**src/rtl/frame_pos_ctrl.sv**
```systemverilog
// frame_pos_ctrl: once per frame, at the start of vertical blanking, moves the
// player sprite by the requested step. The candidate position is clamped to the
// visible area and then checked against every wall, one wall per cycle. The move
// is committed only if no wall overlaps. Because the position changes only inside
// vblank, the renderer always sees a stable position during active video.
module frame_pos_ctrl #(
    parameter int H_VISIBLE = 640,
    parameter int V_VISIBLE = 480,
    parameter int PLAYER_W  = 40,
    parameter int WALL_NUM  = 10,
    parameter int WALL_W    = 10,
    parameter int START_X   = 300,
    parameter int START_Y   = 220
) (
    input  logic        pixel_clk,
    input  logic        rst_n,
    input  logic [10:0] hcounter,
    input  logic [10:0] vcounter,
    input  logic [5:0]  move_dx,
    input  logic [5:0]  move_dy,
    input  logic        freeze,
    output logic [3:0]  wall_sel,
    input  logic [10:0] wall_x,
    input  logic [10:0] wall_y,
    output logic [10:0] player_x,
    output logic [10:0] player_y,
    output logic        collide,
    output logic        busy,
    output logic        frame_tick
);

    typedef enum logic [1:0] {
        IDLE   = 2'd0,
        LATCH  = 2'd1,
        CHECK  = 2'd2,
        COMMIT = 2'd3
    } state_t;

    localparam logic signed [11:0] MAX_X = 12'(H_VISIBLE - PLAYER_W);
    localparam logic signed [11:0] MAX_Y = 12'(V_VISIBLE - PLAYER_W);
    localparam logic [3:0]         LAST_WALL = 4'(WALL_NUM - 1);

    state_t r_state;
    state_t w_next;

    logic [5:0]  r_dx;
    logic [5:0]  r_dy;
    logic        r_freeze;
    logic [10:0] r_cand_x;
    logic [10:0] r_cand_y;
    logic        r_hit;
    logic [3:0]  r_wall_sel;
    logic [10:0] r_player_x;
    logic [10:0] r_player_y;
    logic        r_collide;
    logic        r_frame_tick;

    logic               w_frame_start;
    logic               w_last_wall;
    logic signed [11:0] w_sum_x;
    logic signed [11:0] w_sum_y;
    logic [10:0]        w_cand_x;
    logic [10:0]        w_cand_y;
    logic [11:0]        w_cx;
    logic [11:0]        w_cy;
    logic [11:0]        w_wx;
    logic [11:0]        w_wy;
    logic               w_overlap;

    assign w_frame_start = (vcounter == 11'(V_VISIBLE)) && (hcounter == 11'd0);
    assign w_last_wall   = (r_wall_sel == LAST_WALL);

    // Raw candidate = current position plus sign-extended step, in 12-bit signed
    assign w_sum_x = $signed({1'b0, r_player_x}) + $signed({{6{r_dx[5]}}, r_dx});
    assign w_sum_y = $signed({1'b0, r_player_y}) + $signed({{6{r_dy[5]}}, r_dy});

    // Clamp the candidate so the whole sprite stays inside the visible area
    always_comb begin
        w_cand_x = w_sum_x[10:0];
        w_cand_y = w_sum_y[10:0];
        if (w_sum_x < 12'sd0) begin
            w_cand_x = 11'd0;
        end else if (w_sum_x > MAX_X) begin
            w_cand_x = MAX_X[10:0];
        end
        if (w_sum_y < 12'sd0) begin
            w_cand_y = 11'd0;
        end else if (w_sum_y > MAX_Y) begin
            w_cand_y = MAX_Y[10:0];
        end
    end

    // Square-overlap test against the wall currently addressed by wall_sel;
    // 12-bit operands leave headroom so the right-edge sums never wrap
    assign w_cx = {1'b0, r_cand_x};
    assign w_cy = {1'b0, r_cand_y};
    assign w_wx = {1'b0, wall_x};
    assign w_wy = {1'b0, wall_y};
    assign w_overlap = (w_cx < w_wx + 12'(WALL_W)) && (w_wx < w_cx + 12'(PLAYER_W)) &&
                       (w_cy < w_wy + 12'(WALL_W)) && (w_wy < w_cy + 12'(PLAYER_W));

    // State register
    always_ff @(posedge pixel_clk) begin
        if (!rst_n) begin
            r_state <= IDLE;
        end else begin
            r_state <= w_next;
        end
    end

    // Next-state logic; a frame start seen outside IDLE is simply ignored
    always_comb begin
        w_next = r_state;
        case (r_state)
            IDLE: begin
                if (w_frame_start) begin
                    w_next = LATCH;
                end
            end
            LATCH: begin
                w_next = r_freeze ? COMMIT : CHECK;
            end
            CHECK: begin
                if (w_last_wall) begin
                    w_next = COMMIT;
                end
            end
            COMMIT: begin
                w_next = IDLE;
            end
            default: begin
                w_next = IDLE;
            end
        endcase
    end

    // Datapath: latch the request, build the candidate, walk the walls, commit
    always_ff @(posedge pixel_clk) begin
        if (!rst_n) begin
            r_dx         <= 6'd0;
            r_dy         <= 6'd0;
            r_freeze     <= 1'b0;
            r_cand_x     <= 11'(START_X);
            r_cand_y     <= 11'(START_Y);
            r_hit        <= 1'b0;
            r_wall_sel   <= 4'd0;
            r_player_x   <= 11'(START_X);
            r_player_y   <= 11'(START_Y);
            r_collide    <= 1'b0;
            r_frame_tick <= 1'b0;
        end else begin
            r_frame_tick <= 1'b0;
            case (r_state)
                IDLE: begin
                    if (w_frame_start) begin
                        r_dx     <= move_dx;
                        r_dy     <= move_dy;
                        r_freeze <= freeze;
                    end
                end
                LATCH: begin
                    r_cand_x   <= w_cand_x;
                    r_cand_y   <= w_cand_y;
                    r_hit      <= r_freeze;
                    r_wall_sel <= 4'd0;
                end
                CHECK: begin
                    r_hit      <= r_hit | w_overlap;
                    r_wall_sel <= w_last_wall ? 4'd0 : r_wall_sel + 4'd1;
                end
                COMMIT: begin
                    if (!r_hit) begin
                        r_player_x <= r_cand_x;
                        r_player_y <= r_cand_y;
                    end
                    r_collide    <= r_hit & ~r_freeze;
                    r_frame_tick <= 1'b1;
                end
                default: begin
                end
            endcase
        end
    end

    assign wall_sel   = r_wall_sel;
    assign player_x   = r_player_x;
    assign player_y   = r_player_y;
    assign collide    = r_collide;
    assign busy       = (r_state != IDLE);
    assign frame_tick = r_frame_tick;

endmodule

```
**config.mk**
```make
export PLATFORM = sky130hd
export DESIGN_NAME = frame_pos_ctrl
export DESIGN_NICKNAME = d
export VERILOG_FILES = /design/src/rtl/frame_pos_ctrl.sv
export SDC_FILE = /design/constraint.sdc
export NUM_CORES = 1
export LEC_CHECK = 0
export ABC_AREA = 1
export CAP_MARGIN = 10
export CORE_ASPECT_RATIO = 0.75
export CORE_MARGIN = 5
export CORE_UTILIZATION = 40
export DETAILED_ROUTE_END_ITERATION = 6
export GPL_ROUTABILITY_DRIVEN = 0
export PLACE_DENSITY = 0.74
export SYNTH_ARGS = -nofsm -noshare
export SYNTH_HDL_FRONTEND = slang
export SYNTH_SLANG_ARGS = --single-unit
```
**constraint.sdc**
```tcl
create_clock -name pixel_clk -period 2.8 [get_ports pixel_clk]
set_input_delay 0.56 -clock pixel_clk [delete_from_list [all_inputs] [get_ports pixel_clk]]
set_output_delay 0.56 -clock pixel_clk [all_outputs]
set_load 0.01 [all_outputs]
```
Yosys cells after proc, flatten, opt, wreduce, memory -nomap -nowiden
Cells that the tools add are included.
{ "totals": {"regBits": 66, "inputBits": 59, "output_inout_bits": 29, "wordCells": 61} }
{ "classes": {"bitwise_logic": 4, "n_reduce_logical": 11, "mux": 12, "order_cmp": 8, "eq_ne": 7, "add_sub_neg": 7} }
{ "op_table": {"columns": ["operator", "count"], "rows": [
  ["$lt 11x12->1", 4],
  ["$mux 11", 4],
  ["$add 11x4->12 const B", 2],
  ["$add 11x6->12 const B", 2],
  ["$add 12x6->12", 2],
  ["$lt 12x1->1 const B", 2],
  ["$gt 12x10->1 const B", 1],
  ["$gt 12x11->1 const B", 1],
  ["$eq 11x9->1 const B", 1],
  ["$logic_not 11->1", 1],
  ["$pmux 2 s4", 1],
  ["$pmux 4 s2", 1],
  ["$reduce_and 2->1", 3],
  ["$add 4x1->4 const B", 1],
  ["$eq 2x2->1 const B", 2],
  ["$eq 4x4->1 const B", 1],
  ["$logic_and 1x1->1", 4],
  ["$mux 2", 2],
  ["$mux 4", 1],
  ["$ne 2x2->1 const B", 2],
  ["$reduce_bool 2->1", 2],
  ["$eq 2x1->1 const B", 1],
  ["$logic_not 2->1", 1],
  ["$mux 1", 2],
  ["other kinds (4)", 5]
]} }

Logic depth before layout (Yosys ltp)
Gate-level depths: netlist (run 1).
{ "depth": {"word_depth": 7, "ltp_mapped": 18, "mapped_depth_nobuf": 18} }

Worst setup path after synthesis (run 1)
No wires, ideal clock.
{ "synth_path": {"path_kind": "input to register", "start": "input port wall_x[1]", "end": "register r_hit", "path_slack_ns": 0.414, "cell_stages": 16, "arrival_time_ns": 2.316, "required_time_ns": 2.730, "cell_sequence": "ha_1 -> o21ai_0 -> nor3_1 -> xnor2_1 -> ha_1 -> nand2_1 -> inv_1 -> nor3_1 -> nand2_1 -> nand2_1 -> nand3_1 -> nor2_1 -> nand3_1 -> nand2_1 -> nand2_1 -> a21oi_1"} }
{ "synth_between": {"elab_chain_len": 7, "elab_cells_between_ends": 8, "classes_between": "add/sub: 1; order compare: 2; mux: 1; bitwise: 1; reduce/logical: 3"} }
{ "synth_lines": {"columns": ["element", "line", "text"], "rows": [
  ["start: declaration", "23", "input logic [10:0] wall_x,"],
  ["$add 11x4->12", "99", "assign w_overlap = (w_cx < w_wx + 12'(WALL_W)) && (w_wx < w_cx + 12'(PLAYER_W)) &&"],
  ["$lt 11x12->1", "99", null],
  ["$logic_and 1x1->1 * (2 in a row)", "99", null],
  ["$logic_and 1x1->1 *", "100", "(w_cy < w_wy + 12'(WALL_W)) && (w_wy < w_cy + 12'(PLAYER_W));"],
  ["$or 1x1->1 *", "168", "r_hit <= r_hit | w_overlap;"],
  ["$pmux 1 s2 *", "153", "case (r_state)"],
  ["end signal: assignment", "164", "r_hit <= r_freeze;"],
  ["end signal: assignment", "168", null],
  ["end: declaration", "51", "logic r_hit;"]
]} }
Every way passes the cells marked *; elsewhere a longest branch is shown, timed or not.
A chain may end at the register's enable or synchronous reset.

Final worst setup path (run 1)
{ "layout_path": {"start": "input port wall_x[2]", "end": "register r_hit"} }
The elaborated chain is that of the path after synthesis.

==> results of run 1 <==
-- sequential cells by signal, indices dropped and copies added (netlist names) --
name        flops
r_cand_y       11
r_dy            6
wall_sel        4
r_state         2
r_dx            6
player_y       11
collide         1
r_hit           1
frame_tick      1
r_cand_x       11
player_x       11
r_freeze        1
-- per-layer routing --
| layer | global-route usage | vias up | share of wire |
|---|---|---|---|
| li1 | - | 2703 | - |
| met1 | 0.239 | 2300 | 0.49 |
| met4 | 0.0356 | 0 | 0.0075 |
| met3 | 0.0430 | 11 | 0.069 |
| met5 | 0 | - | 0 |
| met2 | 0.287 | 131 | 0.43 |
-- critical path: stages --
cell and delay (ps):
sky130_fd_sc_hd__clkdlybuf4s50_1 460, sky130_fd_sc_hd__ha_2 210, sky130_fd_sc_hd__o21ai_2 150, sky130_fd_sc_hd__buf_4 140, sky130_fd_sc_hd__xor2_1 150, sky130_fd_sc_hd__ha_1 260, sky130_fd_sc_hd__a21oi_1 150, sky130_fd_sc_hd__nor2_1 50
sky130_fd_sc_hd__nor3_1 130, sky130_fd_sc_hd__nand2_1 80, sky130_fd_sc_hd__nand2_1 60, sky130_fd_sc_hd__nand3_1 60, sky130_fd_sc_hd__nor2_1 110, sky130_fd_sc_hd__nand3_1 90, sky130_fd_sc_hd__nand2_1 60, sky130_fd_sc_hd__nand2_1 40
sky130_fd_sc_hd__a21oi_1 120
-- power groups by stage --
stage	clock network (W)	logic [W]	registers [W]
5_1_grt	0.00115	0.00153	0.00122
6_report	0.00109	0.00132	0.00120
3_3_place_gp	0	0.00128	0.00122
4_1_cts	0.00110	0.00132	0.00120
3_5_place_dp	0	0.00130	0.00122
2_1_floorplan	0	0.000859	0.00118
-- logic make-up (layout without fill, tap and decap cells) --
group	count (synthesis)	after routing	synth area share
AND/OR/NAND/NOR	359	359	0.301
AO/OA/AOI/OAI	109	109	0.116
buffers and inverters	97	217	0.0702
adder cells (fa/ha/maj)	74	74	0.181
flip-flops	66	66	0.254
XOR/XNOR	45	45	0.0786
-- through the flow --
step	power, W	setup TNS, ps	setup WS [ps]	utilization	hold slack, ps
6_report	0.00361	0	190	0.527	476
4_1_cts	0.00362	0	59.7	0.525	476
2_1_floorplan	0.00204	0	414	-	439
5_1_grt	0.00389	0	25.4	0.527	487
3_3_place_gp	0.00249	-172	-172	0.503	463
3_5_place_dp	0.00252	-261	-261	0.503	468
-- worst paths after layout --
check | to | start | cells past startpoint | slack [ps]
setup / recovery | r_hit | wall_x[2] | 17 | 190
hold / removal | r_cand_x[0] | r_cand_x[0] | 2 | 480
setup reg to reg | r_hit | r_cand_x[3] | 16 | 330
hold reg to reg | r_cand_x[0] | r_cand_x[0] | 2 | 480
-- cell type report --
| type | count | area [sq um] | area share |
|---|---|---|---|
| clock inverters | 5 | 56.3 | 0.00829 |
| inverters | 84 | 315 | 0.0464 |
| repair buffers | 118 | 1110 | 0.164 |
| clock buffers | 10 | 229 | 0.0337 |
| multi-input cells | 587 | 3550 | 0.522 |
| well taps | 171 | 214 | 0.0315 |
| flip-flops and latches | 66 | 1320 | 0.194 |
-- cells in the mapped netlist --
cell	number	area share
sky130_fd_sc_hd__nand2_1	176	0.13
sky130_fd_sc_hd__nor2_1	88	0.063
sky130_fd_sc_hd__inv_1	80	0.058
sky130_fd_sc_hd__ha_1	72	0.17
sky130_fd_sc_hd__dfxtp_1	66	0.25
sky130_fd_sc_hd__a21oi_1	51	0.049
sky130_fd_sc_hd__nand3_1	40	0.038
sky130_fd_sc_hd__o21ai_0	35	0.034
sky130_fd_sc_hd__xor2_1	32	0.054
sky130_fd_sc_hd__nand4_1	15	0.018
sky130_fd_sc_hd__clkbuf_1	12	0.0086
sky130_fd_sc_hd__xnor2_1	11	0.019
sky130_fd_sc_hd__nand3b_1	9	0.013
sky130_fd_sc_hd__nor3_1	9	0.0086
sky130_fd_sc_hd__o211ai_1	7	0.010
sky130_fd_sc_hd__nand3_2	6	0.012
sky130_fd_sc_hd__nor2_2	5	0.0060
sky130_fd_sc_hd__nand2_2	4	0.0048
sky130_fd_sc_hd__a21o_1	3	0.0043
sky130_fd_sc_hd__nor3b_1	3	0.0043
sky130_fd_sc_hd__o21ai_1	3	0.0029
sky130_fd_sc_hd__clkinv_1	2	0.0014
sky130_fd_sc_hd__fa_1	2	0.0077
sky130_fd_sc_hd__inv_2	2	0.0014
sky130_fd_sc_hd__nor4_1	2	0.0024
sky130_fd_sc_hd__o21bai_1	2	0.0029
sky130_fd_sc_hd__xnor2_2	2	0.0062
sky130_fd_sc_hd__a2111oi_0	1	0.0017
sky130_fd_sc_hd__a211oi_1	1	0.0014
sky130_fd_sc_hd__a211oi_2	1	0.0024
sky130_fd_sc_hd__a21boi_0	1	0.0014
sky130_fd_sc_hd__a21oi_2	1	0.0017
sky130_fd_sc_hd__and2_4	1	0.0017
sky130_fd_sc_hd__buf_2	1	0.00096
sky130_fd_sc_hd__nor4b_1	1	0.0017
sky130_fd_sc_hd__o21a_1	1	0.0014
sky130_fd_sc_hd__o21ai_2	1	0.0017
sky130_fd_sc_hd__o31ai_1	1	0.0014
-- timing repair --
action	4_1_cts	5_1_grt
hold buffers	0	0
setup endpoints to repair	0	1
gates resized for setup	0	11
==> results.cfg, run 1 <==
[logic_synthesis]
flip_flop_and_latch_count_after_synthesis = 66
syn_nets = 883
synth.yosys.seq_area_share = 0.254
post_synthesis_cell_area_sq_um = 5210
postSynthAreaPerCell_sq_um = 6.94
synth_cells = 750
synth_cell_type_count = 38
yosys_warnings = 0

[pwr]
power_switching_w = 0.00127
power_density_nw_per_um2 = 531
p_int_w = 0.00233
total_leakage_power_nw = 3.35
pwr-share-clk = 0.301
power.share.switching = 0.353
gate_power_share = 0.366
max-vdd-ir-drop_mv = 0.426
p_seq_frac = 0.332

[clock_network]
insertion_delay_ps = 330
tritoncts.num_buffers = 9
tritoncts = built
cts_setup_buffers = 0
clock-root-buffer = sky130_fd_sc_hd__clkbuf_16
total_clock_sinks = 66
cts.reportedPaths.clkPinSlew_ps = 60
cts-root-to-sink-buffers = 2
h_tree_lvls = 3

[layout]
antenna_cells = 0
areaGrowthSynthToFinish_pct = 30.5
finish.instance_area_sq_um = 6800
leading_cell_types_in_the_layout_fill_and_taps_excluded = sky130_fd_sc_hd__nand2_1 (176), sky130_fd_sc_hd__nor2_1 (87), sky130_fd_sc_hd__clkdlybuf4s50_1 (84), sky130_fd_sc_hd__inv_1 (80), sky130_fd_sc_hd__ha_1 (70)
layout.cells.most_common = sky130_fd_sc_hd__nand2_1
finalNetCount = 999
final.fill_count = 1288
post_route_cells_drive_above_1_share = 0.0862
stdcell_count = 1041

[critical_path]
worstSetupPathType = primary input to register
worst_ep_required_time_ps = 3060
worstPathMaxFanout = 3
timing.critical_path.arrival_ps = 2870
worst_setup_path_start_kind = primary input
endpoint_kind = register

[sta]
max_freq_mhz = 383
worst-slew-pin-transition_ps = 574
final.period_utilization = 0.932
clock_skew_ps = 6.50
final_hold_viol_count = 0
layout_min_cycle_time_ps = 2610
slew_viol_final = 0
grt_setup_unrepaired = no
setup_violations = 0
relSlewSlack = 0.615

[routing]
initialDrtViolationCount = 270
via_per_inst = 4.94
wirelength_mm = 13.5
drt.antenna.violating_nets = 0
number_of_detailed_route_iterations_in_the_first_pass = 6
dr_vias = 5145
drc = 0
routedWlPerCell_um = 13.0

[floorplanning]
dieWidth_um = 142
placeableCoreArea_sq_um = 12900
initial_core_util = 0.404
core.rowCount = 36
dieArea_sq_um = 15400
die_height_um = 109
floorplan.io_pins = 88

[status]
outcome = complete, no violations

[job]
maxCapViolations = 0

[grt]
wire_length_of_the_first_global_routing_pass_mm = 22.3
antenna_found_initial = 0
groute.usage.overall = 0.176
grt_pass1_vias = 4775
grt_overflow = 0
pin_count_of_the_biggest_net_entering_global_routing = 45

[worst_hold_path]
hold_path_class = register to register

[placed_design]
i_o_buffers = 87
place_inst = 1026
dpl_cell_area_sq_um = 6470
hpwl_mm = 10.7
Note: power is estimated with default switching activity, not from simulation.
==> run 2, diff against run 1 <==
ABC_AREA = 0   (was 1)
CTS_BUF_LIST = sky130_fd_sc_hd__clkbuf_4   (was not set)
MAX_ROUTING_LAYER = met4   (was not set)
==> run 2 against run 1 <==
Via count fell by 2.5%. Global-route usage increased by 2.0 points. Maximum frequency is 2.0% lower. First-iteration DRC count is 19% lower. Non-clock buffer count grew 3. Routed wire length rose by 8.7%. Largest cell class unchanged. Highest routed layer unchanged.
==> results.cfg, run 2 <==
[clock_network]
total_clock_sinks = 66
clock-root-buffer = sky130_fd_sc_hd__clkbuf_4
cts_hold_repair.buffers = 0
tritoncts.num_buffers = 9
cts-root-to-sink-buffers = 2
h_tree_lvls = 3
insertion_delay_ps = 420
tritoncts = built
cts.reportedPaths.clkPinSlew_ps = 120

[pwr]
power.share.switching = 0.250
total_leakage_power_nw = 2.79
power_density_nw_per_um2 = 277
p_seq_frac = 0.511
max-vdd-ir-drop_mv = 0.181
gate_power_share = 0.137
power_switching_w = 0.000459
p_int_w = 0.00138
pwr-share-clk = 0.351

[sta]
final.period_utilization = 0.951
finalHoldWorstSlack_ps = 498
max_freq_mhz = 376
timing.final.ws_setup_ps = 138
totalNegativeSetupSlack_ps = 0
worst-slew-pin-transition_ps = 1080
relSlewSlack = 0.279
final_hold_viol_count = 0
clock_skew_ps = 18.6
slew_viol_final = 0
layout_min_cycle_time_ps = 2660
setup_violations = 0

[placed_design]
i_o_buffers = 87
hpwl_mm = 11.7
place_inst = 896
place_ws_ps = -189

[layout]
areaGrowthSynthToFinish_pct = 27.7
stdcell_count = 912
post_route_cells_drive_above_1_share = 0.0891
finalNetCount = 869
final.fill_count = 1201
leading_cell_types_in_the_layout_fill_and_taps_excluded = sky130_fd_sc_hd__clkdlybuf4s50_1 (87), sky130_fd_sc_hd__nand2_1 (77), sky130_fd_sc_hd__ha_1 (72), sky130_fd_sc_hd__dfxtp_1 (66), sky130_fd_sc_hd__nor2_1 (39)
antenna_cells = 0
layout.cells.most_common = sky130_fd_sc_hd__clkdlybuf4s50_1

[routing]
routedWlPerCell_um = 16.1
drt.antenna.violating_nets = 0
initialDrtViolationCount = 218
number_of_detailed_route_iterations_in_the_first_pass = 5
wirelength_mm = 14.7
dr_vias = 5015
drc = 0
via_per_inst = 5.50

[logic_synthesis]
synth.yosys.seq_area_share = 0.255
synth_cells = 623
post_synthesis_cell_area_sq_um = 5190
yosys_warnings = 0
synth_commonest_cells = sky130_fd_sc_hd__nand2_1 (77), sky130_fd_sc_hd__ha_1 (72), sky130_fd_sc_hd__dfxtp_1 (66), sky130_fd_sc_hd__nor2_1 (39), sky130_fd_sc_hd__o21ai_0 (30)
synth_edf_count = 0
netlist.top_cell.by_area = sky130_fd_sc_hd__dfxtp_1
syn_nets = 756
yosysTopAreaCellShare = 0.255
flip_flop_and_latch_count_after_synthesis = 66
top_post_synthesis_cells_by_area = sky130_fd_sc_hd__dfxtp_1 (25%), sky130_fd_sc_hd__ha_1 (17%), sky130_fd_sc_hd__nand2_1 (5.6%)
synth_async_sr_flop_share = 0
yosys.cell_count.top_type = sky130_fd_sc_hd__nand2_1
postSynthAreaPerCell_sq_um = 8.33
synth_cell_type_count = 65
synth_ff_type = sky130_fd_sc_hd__dfxtp_1

[floorplanning]
die_height_um = 109
floorplan.io_pins = 88
placeableCoreArea_sq_um = 12800
dieArea_sq_um = 15400
core.rowCount = 36
dieWidth_um = 142
initial_core_util = 0.404

[critical_path]
slowest_stage_cell_crit_path = sky130_fd_sc_hd__dfxtp_1
worst_setup_path_start_kind = register
endpoint_kind = register
worst_ep_required_time_ps = 3130
worstPathMaxFanout = 5
count_of_cells_along_the_worst_register_to_register_path = 10
critical_path.reg2reg.startpoint = player_y[0]
cell_breakdown_of_the_critical_path = ha_1, inv_1, fa_1, nand2b_1, a211oi_2, o22ai_1, a21oi_1, a21boi_4, nand3_2, o32ai_1
worstSetupPathType = register to register
timing.critical_path.arrival_ps = 3000
timing.critical_path.slowest_cell_delay_ps = 400
regToRegSetupSlack_ps = 140
worstSetupStartpoint = player_y[0]

[worst_hold_path]
hold_start = r_cand_x[0]
hold_path_class = register to register
hold-path-cell-count = 2

[status]
outcome = complete, no violations

[job]
maxCapViolations = 0

[grt]
grt_pass1_vias = 5015
groute.usage.overall = 0.196
grt_overflow = 0
wire_length_of_the_first_global_routing_pass_mm = 24.0
pin_count_of_the_biggest_net_entering_global_routing = 34
antenna_found_initial = 0
-- run 2: cell count changes after synthesis, moves of 9 or more --
cell                       previous run  this run
sky130_fd_sc_hd__a211oi_1             1        12
sky130_fd_sc_hd__nor2_1              88        39
sky130_fd_sc_hd__inv_1               80        26
sky130_fd_sc_hd__nand3_1             40        24
sky130_fd_sc_hd__nor2b_1              0        22
sky130_fd_sc_hd__a21boi_0             1        14
sky130_fd_sc_hd__nand2_1            176        77
sky130_fd_sc_hd__a21oi_1             51        27
sky130_fd_sc_hd__and2_1               0         9
sky130_fd_sc_hd__nand2b_1             0        10
sky130_fd_sc_hd__mux2i_1              0        15
sky130_fd_sc_hd__nand4_1             15         5
-- run 2: worst paths after layout --
check                 to
max          r_cand_y[1]
min          player_x[0]
max reg2reg  r_cand_y[1]
min reg2reg  player_x[0]
-- run 2: timing repair --
action / CTS / global route
resized for setup: 1 / 5
buffers inserted: 0 / 0
pin swaps: 0 / 2
endpoints found under the setup margin: 1 / 8
-- run 2: metrics by stage --
| step | area (sq um) | utilization | power [W] |
|---|---|---|---|
| floorplan | 5190 | - | 0.00106 |
| global placement | 6450 | 0.503 | 0.00120 |
| detailed placement | 6450 | 0.503 | 0.00121 |
| CTS | 6600 | 0.514 | 0.00186 |
| global route | 6630 | 0.516 | 0.00192 |
| finish | 6630 | 0.516 | 0.00183 |
-- run 2: logic make-up (layout without fill, tap and decap cells) --
family | Yosys count | after routing | share of synthesized area
AO/OA/AOI/OAI | 155 | 155 | 0.215
XOR/XNOR | 41 | 41 | 0.0692
multiplexers | 16 | 16 | 0.0311
AND/OR/NAND/NOR | 226 | 226 | 0.216
buffers and inverters | 45 | 163 | 0.0333
adder cells (fa/ha/maj) | 74 | 74 | 0.181
flip-flops | 66 | 66 | 0.255
-- run 2: metal layers --
metal | up-vias | track usage | part of all wire
met5 | - | - | 0
met2 | 169 | 0.294 | 0.43
met3 | 13 | 0.0438 | 0.070
met4 | 0 | 0.0466 | 0.0095
met1 | 2346 | 0.269 | 0.49
li1 | 2487 | - | -
-- run 2: area by class of cell --
| type | count | area [sq um] | area share |
|---|---|---|---|
| tap | 171 | 214 | 0.0323 |
| clock inverter | 5 | 55.1 | 0.00831 |
| timing repair buffer | 121 | 1130 | 0.170 |
| multi-input combinational | 512 | 3730 | 0.563 |
| sequential | 66 | 1320 | 0.199 |
| clock buffer | 11 | 82.6 | 0.0125 |
| inverter | 26 | 97.6 | 0.0147 |
-- run 2: critical path, delay by kind of cell, from the launching register on --
family / cells / cell delay (ps)
DFF: 1 / 400
and+or+nand+nor: 2 / 370
buffers and inverters: 1 / 60
adders and majority gates: 2 / 600
AOI/OAI and AO/OA: 5 / 1150
-- run 2: power groups by stage --
| stage | logic, W | clock network, W | registers [W] |
|---|---|---|---|
| 2_1_floorplan | 0.000102 | 0 | 0.000960 |
| 4_1_cts | 0.000252 | 0.000665 | 0.000938 |
| 3_3_place_gp | 0.000241 | 0 | 0.000960 |
| 3_5_place_dp | 0.000249 | 0 | 0.000960 |
| 5_1_grt | 0.000278 | 0.000701 | 0.000939 |
| 6_report | 0.000252 | 0.000645 | 0.000938 |
